===== config.mk =====
export PLATFORM = sky130hd
export DESIGN_NAME = wb_regfile
export DESIGN_NICKNAME = d
export VERILOG_FILES = /design/src/rtl/wb_regfile.sv
export SDC_FILE = /design/constraint.sdc
export NUM_CORES = 1
export LEC_CHECK = 0
export CORE_MARGIN = 10
export CORE_UTILIZATION = 35
export CTS_BUF_LIST = sky130_fd_sc_hd__clkbuf_8
export DETAILED_ROUTE_END_ITERATION = 10
export GPL_TIMING_DRIVEN = 0
export PLACE_DENSITY = 0.61
export RECOVER_POWER = 25
export SLEW_MARGIN = 20
export SYNTH_ARGS = -nofsm -noshare
export SYNTH_HDL_FRONTEND = slang
export SYNTH_SLANG_ARGS = --single-unit

===== constraint.sdc =====
create_clock -name clk -period 10 [get_ports clk]
set_input_delay 2 -clock clk [delete_from_list [all_inputs] [get_ports clk]]
set_output_delay 2 -clock clk [all_outputs]
set_load 0.05 [all_outputs]

===== src/rtl/wb_regfile.sv =====
// ---------------------------------------------------------------------------
// wb_regfile
//
// Architectural register file written by the write-back stage, with two
// combinational read ports for decode and a per-register busy scoreboard
// that tells decode when an operand's producer has issued but not yet
// written back.
//
// Optional feature macro: RF_BYPASS_EN
//   defined   - a same-cycle write-back is forwarded to matching read ports
//               and resolves that port's hazard in the same cycle.
//   undefined - reads show the pre-write value and a same-cycle write-back
//               to a read address still stalls for one more cycle.
//
// Ports:
//   clk         system clock, rising edge
//   rst_n       synchronous active-low reset (clears registers and busy bits)
//   wr_en       write-back valid
//   wr_addr     write-back destination register
//   write_data  write-back data
//   rd_addr_a   read port A address
//   rd_addr_b   read port B address
//   rd_use_a    decode consumes port A this cycle
//   rd_use_b    decode consumes port B this cycle
//   rd_data_a   read port A data
//   rd_data_b   read port B data
//   issue_en    instruction with a destination leaves decode
//   issue_dst   that instruction's destination register
//   flush       pipeline flush, clears all busy bits
//   hazard      decode must stall this cycle
//   busy_vec    registered scoreboard bits
// ---------------------------------------------------------------------------
module wb_regfile #(
    parameter int DATA_W   = 24,
    parameter int NUM_REGS = 8,
    parameter int ADDR_W   = 3
) (
    input  logic                clk,
    input  logic                rst_n,
    input  logic                wr_en,
    input  logic [ADDR_W-1:0]   wr_addr,
    input  logic [DATA_W-1:0]   write_data,
    input  logic [ADDR_W-1:0]   rd_addr_a,
    input  logic [ADDR_W-1:0]   rd_addr_b,
    input  logic                rd_use_a,
    input  logic                rd_use_b,
    output logic [DATA_W-1:0]   rd_data_a,
    output logic [DATA_W-1:0]   rd_data_b,
    input  logic                issue_en,
    input  logic [ADDR_W-1:0]   issue_dst,
    input  logic                flush,
    output logic                hazard,
    output logic [NUM_REGS-1:0] busy_vec
);

    logic [DATA_W-1:0]   regs [NUM_REGS];
    logic [NUM_REGS-1:0] busy;

    logic wr_hit_a;
    logic wr_hit_b;
    logic pend_a;
    logic pend_b;

    always_ff @(posedge clk) begin
        if (!rst_n) begin
            for (int i = 0; i < NUM_REGS; i++) begin
                regs[i] <= '0;
            end
            busy <= '0;
        end else begin
            // A write-back always commits, even alongside a flush.
            if (wr_en) begin
                regs[wr_addr] <= write_data;
            end

            if (flush) begin
                busy <= '0;
            end else begin
                if (wr_en) begin
                    busy[wr_addr] <= 1'b0;
                end
                // Placed after the clear so a new producer of the same
                // register keeps ownership.
                if (issue_en) begin
                    busy[issue_dst] <= 1'b1;
                end
            end
        end
    end

    assign wr_hit_a = wr_en && (wr_addr == rd_addr_a);
    assign wr_hit_b = wr_en && (wr_addr == rd_addr_b);

`ifdef RF_BYPASS_EN
    assign rd_data_a = wr_hit_a ? write_data : regs[rd_addr_a];
    assign rd_data_b = wr_hit_b ? write_data : regs[rd_addr_b];
    assign pend_a    = busy[rd_addr_a] & ~wr_hit_a;
    assign pend_b    = busy[rd_addr_b] & ~wr_hit_b;
`else
    // Without forwarding the read still sees the old value, so a write in
    // flight to the read address must stall like a busy register.
    assign rd_data_a = regs[rd_addr_a];
    assign rd_data_b = regs[rd_addr_b];
    assign pend_a    = busy[rd_addr_a] | wr_hit_a;
    assign pend_b    = busy[rd_addr_b] | wr_hit_b;
`endif

    assign hazard   = (rd_use_a & pend_a) | (rd_use_b & pend_b);
    assign busy_vec = busy;

endmodule


After elaboration in Yosys (flattened, before gate mapping):

Memory sizes are Yosys's and may differ from the RTL's.
Index checks and enable logic that the tools add are counted.

* flip-flop bits (word level): 8
* input port bits: 43
* memory bits (writable): 192
* memories kept: 1
* output and inout bits: 57
* word-level logic and storage cells: 44

* bitwise logic cells: 9
* multiplexer cells: 19
* reduce and logical (&&, ||, !) cells: 6
* magnitude comparators: 6
* eq/ne operators: 2

Memory list
* regs: depth 8, width 24, rd ports 2, clocked after Yosys merged registers in 0, wr ports 8, line 56 `logic [DATA_W-1:0] regs [NUM_REGS];`

Operators by type and width (number)
* 8-bit 2-to-1 mux: 4
* 24-bit 2-to-1 mux: 1
* 24-bit OR reduction: 1
* 3-bit by 4-bit less-than comparator with 1-bit output, second input constant: 4
* 1-bit 2-to-1 mux: 9
* 8-bit AND: 1
* 8-bit NOT: 1
* 8-bit bitwise OR: 1
* 1-bit binary-select mux with 3-bit select: 2
* 1-bit demux with 3-bit select: 2
* 3-bit equality test: 2
* 3-bit by 1-bit >= comparator with 1-bit output, second input constant: 2
* 1-bit logical AND: 4
* 3-bit 2-to-1 mux: 1
* 1-bit bitwise OR: 3
* 1-bit AND: 2
* 2-bit OR reduction: 1
* 1-bit NOT: 1

Logic depth before layout (Yosys ltp):

Gate-level depths: netlist of run 1.

* depth in word-level cells: 11
* depth in mapped cells: 6
* depth with buffers taken out: 4

Worst setup path after synthesis of run 1:

No wires, ideal clock.

* kind: input to output
* from: input port rd_addr_b[0]
* to: output port rd_data_b[0]
* buffers on the path: 2
* stages on the path: 4
* arrival time: 3.342 ns
* required time: 8.000 ns
* setup slack: 4.658 ns
* cells stage by stage: clkbuf_1 -> buf_2 -> mux4_2 -> mux2_2

* cells in the longest elaborated chain, start to end: 1

RTL lines
* from (decl): line 44 `input logic [ADDR_W-1:0] rd_addr_b,`
* memory 8 x 24 bit
* to (decl): line 48 `output logic [DATA_W-1:0] rd_data_b,`

No other way between the ends.

Worst setup path after layout of run 1:

* from: input port rd_addr_a[1]
* to: output port rd_data_a[22]

* cells in the longest elaborated chain, start to end: 1

RTL lines
* from (decl): line 43 `input logic [ADDR_W-1:0] rd_addr_a,`
* memory 8 x 24 bit
* to (decl): line 47 `output logic [DATA_W-1:0] rd_data_a,`

No other way between the ends.

==> results of run 1 <==
-- state kept, by name, indices dropped and copies added (netlist names) --
register  count
busy_vec      8
regs        192
-- cell type report --
cell class              instances  share of cell area
flip-flops and latches        200               0.472
multi-input cells             405               0.353
repair buffers                101              0.0858
well taps                     390              0.0389
plain buffers                  50              0.0197
clock buffers                  17              0.0186
clock inverters                15              0.0120
-- layer usage --
metal,global-route usage,vias to the layer above
li1,-,2779
met1,0.205,3318
met2,0.260,196
met3,0.0258,19
met4,0.0380,0
met5,0,-
-- cells in the final DEF (no fill, tap or decap), types with 5 or more instances in the layout --
| cell type | count |
|---|---|
| a21oi_1 | 8 |
| and2_0 | 18 |
| and2_1 | 174 |
| buf_2 | 13 |
| clkbuf_1 | 35 |
| clkbuf_8 | 17 |
| clkdlybuf4s50_1 | 89 |
| dfxtp_1 | 8 |
| edfxtp_1 | 192 |
| mux2_2 | 38 |
| mux2_4 | 10 |
| mux4_2 | 96 |
| nand2_1 | 6 |
| nand3_1 | 5 |
| nor2_1 | 8 |
| o21ai_0 | 12 |
| xnor2_1 | 5 |
-- kinds of logic after synthesis --
logic type,after synthesis,synth area share
flops,200,0.560
simple gates,225,0.129
xor+xnor,5,0.00414
mux,149,0.270
buf+inv,50,0.0236
compound gates,26,0.0141
-- where the power goes --
part / leakage (nW) / internal, W / total [W] / switching (W)
clock: 0.192 / 0.000223 / 0.000520 / 0.000297
combinational: 2.10 / 0.000176 / 0.000410 / 0.000234
sequential: 1.92 / 0.000972 / 0.000995 / 0.0000233
-- how the worst min path moves through the flow --
stage | start | end | slack (ns) | cells after the start
after floorplan | busy_vec[1]$_SDFF_PP0_ | busy_vec[1]$_SDFF_PP0_ | 0.72 | 2
after global placement | busy_vec[1]$_SDFF_PP0_ | busy_vec[1]$_SDFF_PP0_ | 0.52 | 2
after detailed placement | busy_vec[3]$_SDFF_PP0_ | busy_vec[3]$_SDFF_PP0_ | 0.52 | 2
after CTS | busy_vec[3]$_SDFF_PP0_ | busy_vec[3]$_SDFF_PP0_ | 0.54 | 2
after global routing | busy_vec[7]$_SDFF_PP0_ | busy_vec[7]$_SDFF_PP0_ | 0.57 | 2
final | busy_vec[3]$_SDFF_PP0_ | busy_vec[3]$_SDFF_PP0_ | 0.53 | 2
-- metrics by stage --
| step | utilization | total power [W] |
|---|---|---|
| global route | 0.422 | 0.00199 |
| finish | 0.422 | 0.00193 |
| CTS | 0.426 | 0.00194 |
| floorplan | - | 0.00128 |
| detailed placement | 0.413 | 0.00144 |
| global placement | 0.404 | 0.00142 |
-- tightest hold or removal path, cell delays in order, from the launching register on --
cell and delay, ns:
dfxtp_1 0.35, o21ai_0 0.08, a21oi_1 0.06
==> results.toml, run 1 <==
[placed_design]
dp_cells = 1146
dp_slack_ns = 3.48
numPortBuffers = 92
hpwlAfterDp_microns = 19900
placed_area_sq_um = 12300
gp_congestion = 0.767

[setup_path]
worst-path-buf-inv = 4
endpoint_kind = "output pin"
worst-path-max-fanout = 10
endpoint = "rd_data_a[22]"
cp_slowest_cell = "clkdlybuf4s50_1"
r2r_start = "busy_vec[5]$_SDFF_PP0_"
rr_worst_depth = 2
crit_path_start = "rd_addr_a[1]"
cpMostUsedCell = "buf_2"
worstReg2RegEnd = "busy_vec[5]$_SDFF_PP0_"
cp_slowest_stage_delay_ns = 0.72
reg2reg_slack_ns = 9.23
critical_path_class = "primary input to output pin"
path_depth = 6
crit_required_ns = 8.00
crit_arrival_ns = 4.48
start_kind = "primary input"
path_cells = "clkbuf_1, buf_2, buf_2, mux4_2, mux2_2, clkdlybuf4s50_1"
crit_family = "buffers and inverters"

[timing]
finalHoldViolCount = 0
period_share = 0.648
timing.hold.ws_ns = 0.535
worst_slew_pin_slew_ns = 3.05
slew_headroom = -1.05
final-max-slew-violation-count = 68
max_freq_mhz = 154
rsz0062_at_grt = "false"
fin_crit_ns = 6.48
final.setup.worst_slack_ns = 3.52
finClkSkew_ns = 0
final.setup.tns_ns = 0
setup_viol = 0

[floorplan]
io_pins = 100
die_y_microns = 194
placementRows = 63
start_util = 0.356
core_area_sq_um = 29700
dieWidth_microns = 194
die_area_sq_um = 37600

[global_route]
grt_overflow = 0
grt_max_degree = 19
grt_pass1_wl_microns = 44000
grt_pass1_vias = 6774
groute.usage.overall = 0.155
antenna_found_initial = 1

[logic_synthesis]
synthTopCellsByArea = "edfxtp_1 54%, mux4_2 20%, and2_1 11%"
synth_cell_types = 30
syn_inst = 655
yosys-top-cells-count = "192 x and2_1, 192 x edfxtp_1, 96 x mux4_2"
synth_top_area_cell = "edfxtp_1"
ys_ff_latch = 200
synth_area_per_cell_sq_um = 16.2
synthFlopType = "edfxtp_1"
yosysWarnings = 0
synth_area_sq_um = 10600
synth_top_area_share = 0.544
synth_fp_nets = 698
async_flop_share = 0
synth_edf_count = 192
yosysSeqAreaShare = 0.560

[power]
p_leak_nw = 4.21
ir_drop_v = 0.0000678
cellPowerDensity_nw_per_um2 = 153

[hold_path]
hold_class = "flop to flop"

[cells_and_area]
syn2layout_area_growth_pct = 18.5
final_cells = 1178
multi_input_area_sq_um = 4430
drive_gt1_frac = 0.253
n_antenna_cell = 0
fillerInstances = 2646
final_area_sq_um = 12500
fin_nets = 818
regArea_sq_um = 5930

[route]
wl_met1_microns = 12600
drcViolationCount = 0
top_layer = "met4"
wl_met3_microns = 1660
routed_via_density = 5.36
drtPass1Iterations = 5
drt-total-wl_microns = 29300
drtIter0Drc = 500
vias = 6312
ant_nets = 0
met2_length_microns = 14700
wire_per_inst_microns = 24.8

[clock_tree]
hold_buffers = 0
cts_tree = "built"
cts_root_buf = "clkbuf_8"
post-cts-setup-buffers = 0
cts.htree.levels = 4
cts_sinks = 200
clk_path_buf_depth = 2
cts_buffers = 17
clk_latency_ns = 0.47
clk_pin_slew_ns = 0.10
cts_resized = 0

[run_status]
status = "complete, but fails checks"
violations = "capacitance limit, slew limit"

[flow_run]
maxCapViolCount = 6
Note: power is estimated with default switching activity, not from simulation.
==> run 2: changes to the inputs <==
==> constraint.sdc (replaced) <==
create_clock -name clk -period 6.31 [get_ports clk]
set_input_delay 1.262 -clock clk [delete_from_list [all_inputs] [get_ports clk]]
set_output_delay 1.262 -clock clk [all_outputs]
set_load 0.05 [all_outputs]
==> results of run 2 <==
Same layout as run 1 (identical final DEF). Status: complete, but fails checks: capacitance limit, slew limit.
Among the figures that moved: setup slack after placement 3.48 ns -> 1.26 ns; setup slack after layout 3.52 ns -> 1.31 ns; register-to-register setup slack 9.23 ns -> 5.54 ns; total power 0.00193 W -> 0.00305 W; worst IR drop on VDD 0.0000678 V -> 0.000108 V
==> edit, RTL diff (config.mk and constraints of run 2) <==
Add a define of `RF_BYPASS_EN`.
--- a/src/rtl/wb_regfile.sv
+++ b/src/rtl/wb_regfile.sv
@@ -32,2 +32,4 @@
 // ---------------------------------------------------------------------------
+`define RF_BYPASS_EN
+
 module wb_regfile #(
Function: changed (Yosys sat finds a counterexample within 4 cycles, from zero or initial values).
==> edit against run 2 <==
  * The flow still finishes with violations (max-capacitance violations, max-slew violations)
  * Maximum frequency down 6.6%
  * Sequential cell count is the same
  * Final cell count up 11%
  * Register-to-register slack got worse by 0.04 ns
  * Final area grew 4.8%
  * Setup slack got worse by 0.36 ns
  * Synthesized area rose by 5.6%
  * Clock skew unchanged
  * Total power increased by 2.3%
  * First-iteration DRC count grew 54%
  * Core utilization shrank 0.54 points
  * Wire length up 20%
  * Global-route usage rose by 2.5 points
  * Critical endpoint is now rd_data_b[15]
==> edit: results (changes against run 2) <==
Outcome
Outcome: finished, violations left (unchanged). Violated checks: max-capacitance violations, max-slew violations (unchanged).

Route
The mean routed wirelength per cell is 26.91 µm (was 24.84 µm). The via total after detailed routing came to 7,307 (was 6,312). The number of design-rule violations left by the first detailed-router iteration is 768 (was 500).

Place
The cell area after placement is 0.01291 mm² (was 0.01228 mm²). The placement-stage worst setup slack is 1.029 ns (was 1.263 ns). The number of buffers added on ports is 91 (was 92). The final estimated routing congestion in global placement came to 0.8042 (was 0.7673). The half-perimeter wire length of the detailed placement result is 23,810 µm (was 19,900 µm).

Synthesis
Top area cells in the synthesized netlist: edfxtp_1, mux4_2, and2_1 (unchanged). The post-synthesis compound-gate area fraction was 3.369% (was 1.406%). The unique cell type count in the Yosys netlist is 26 (was 30). The sequential element share of the synthesized area is 53.01% (was 55.96%). The share of cell area taken by muxes after synthesis is 25.78% (was 26.96%). The post-synthesis share of cell area spent on xor and xnor gates was 0.4701% (was 0.4136%). The number of warnings issued by yosys came to 0 (unchanged). The count of mapped cells out of synthesis is 767 (was 655). Synth top cells by count: and2_1, edfxtp_1, mux4_2 (unchanged).

STA
The achievable clock frequency was 0.1867 GHz (was 0.1999 GHz). The relative slew slack is -92.46% (was -105.2%). The worst hold-check slack is 0.5439 ns (was 0.5346 ns). The count of final max-slew check failures is 43 (was 68).

Layout
The post-route non-filler standard cell count came to 1,302 (was 1,178). The proportion of layout cells with a drive suffix above 1 is 14.46% (was 25.25%). The register ranked first by flip-flop count was regs (unchanged).

The number of filler cells placed in the layout is 2,893 (was 2,646). The net count of the finished layout was 931 (was 818).

Power and ir drop
The power density over the cells is 237.4 mW/mm² (was 243.2 mW/mm²). The combinational fraction of design power is 23.7% (was 21.3%). The internal power is 2178 µW (was 2172 µW). The leakage power summed over all cells is 0.004688 µW (was 0.004209 µW). The highest ir drop seen on vdd is 0.1354 mV (was 0.1075 mV).

Hold path
The terminating pin of the worst hold path is busy_vec[7]$_SDFF_PP0_ (was busy_vec[3]$_SDFF_PP0_). The startpoint of the most critical hold path is busy_vec[7]$_SDFF_PP0_ (was busy_vec[3]$_SDFF_PP0_). The worst min-delay path category was reg -> reg (unchanged).

Worst setup path
The origin of the worst setup path is wr_addr[0] (was rd_addr_a[1]). The capture point of the critical path is rd_data_b[15] (was rd_data_a[22]). The delay of the slowest critical-path stage is 0.86 ns (was 0.72 ns). The flop-to-flop setup slack was 5.50 ns (was 5.54 ns).

Global route
The via count of the first global-routing pass is 7,504 (was 6,774). The wire length of the first global-routing pass is 51,160 µm (was 43,980 µm). The global-route usage over all layers came to 18.04% (was 15.50%).

Clock tree
The number of buffers created by CTS was 17 (unchanged).

Flow run
The max capacitance violation total was 5 (was 6).
## edit: changes by cell type after synthesis, sizes merged, moves of 2 or more
cell | before | now
nor2 | 8 | 56
mux4 | 100 | 98
mux2i | 1 | 52
o21ai | 12 | 14
buf | 19 | 39
clkbuf | 31 | 21
nand3 | 5 | 8
mux2 | 48 | 0
a21oi | 8 | 55
nand4 | 2 | 4
## edit: cell families (layout without fill, tap and decap cells)
group	count (synthesis)	after routing
AND/OR/NAND/NOR	278	278
AO/OA/AOI/OAI	73	73
other	0	1
buffers and inverters	60	192
flip-flops	200	200
multiplexers	150	150
XOR/XNOR	6	6
## edit: layout make-up
class,count,share of cell area (%)
multi-input combinational,507,37.24
antenna,1,0.01902
clock buffer,17,1.779
sequential,200,45.05
tap,402,3.824
clock inverter,13,0.9893
timing repair buffer,102,8.399
buffer,60,2.701
## edit: layer usage
metal / track usage, % / wire length (µm)
met4: 6.103 / 824
met1: 22.40 / 14170
met5: 0 / 0
met3: 3.363 / 2247
met2: 30.89 / 17790
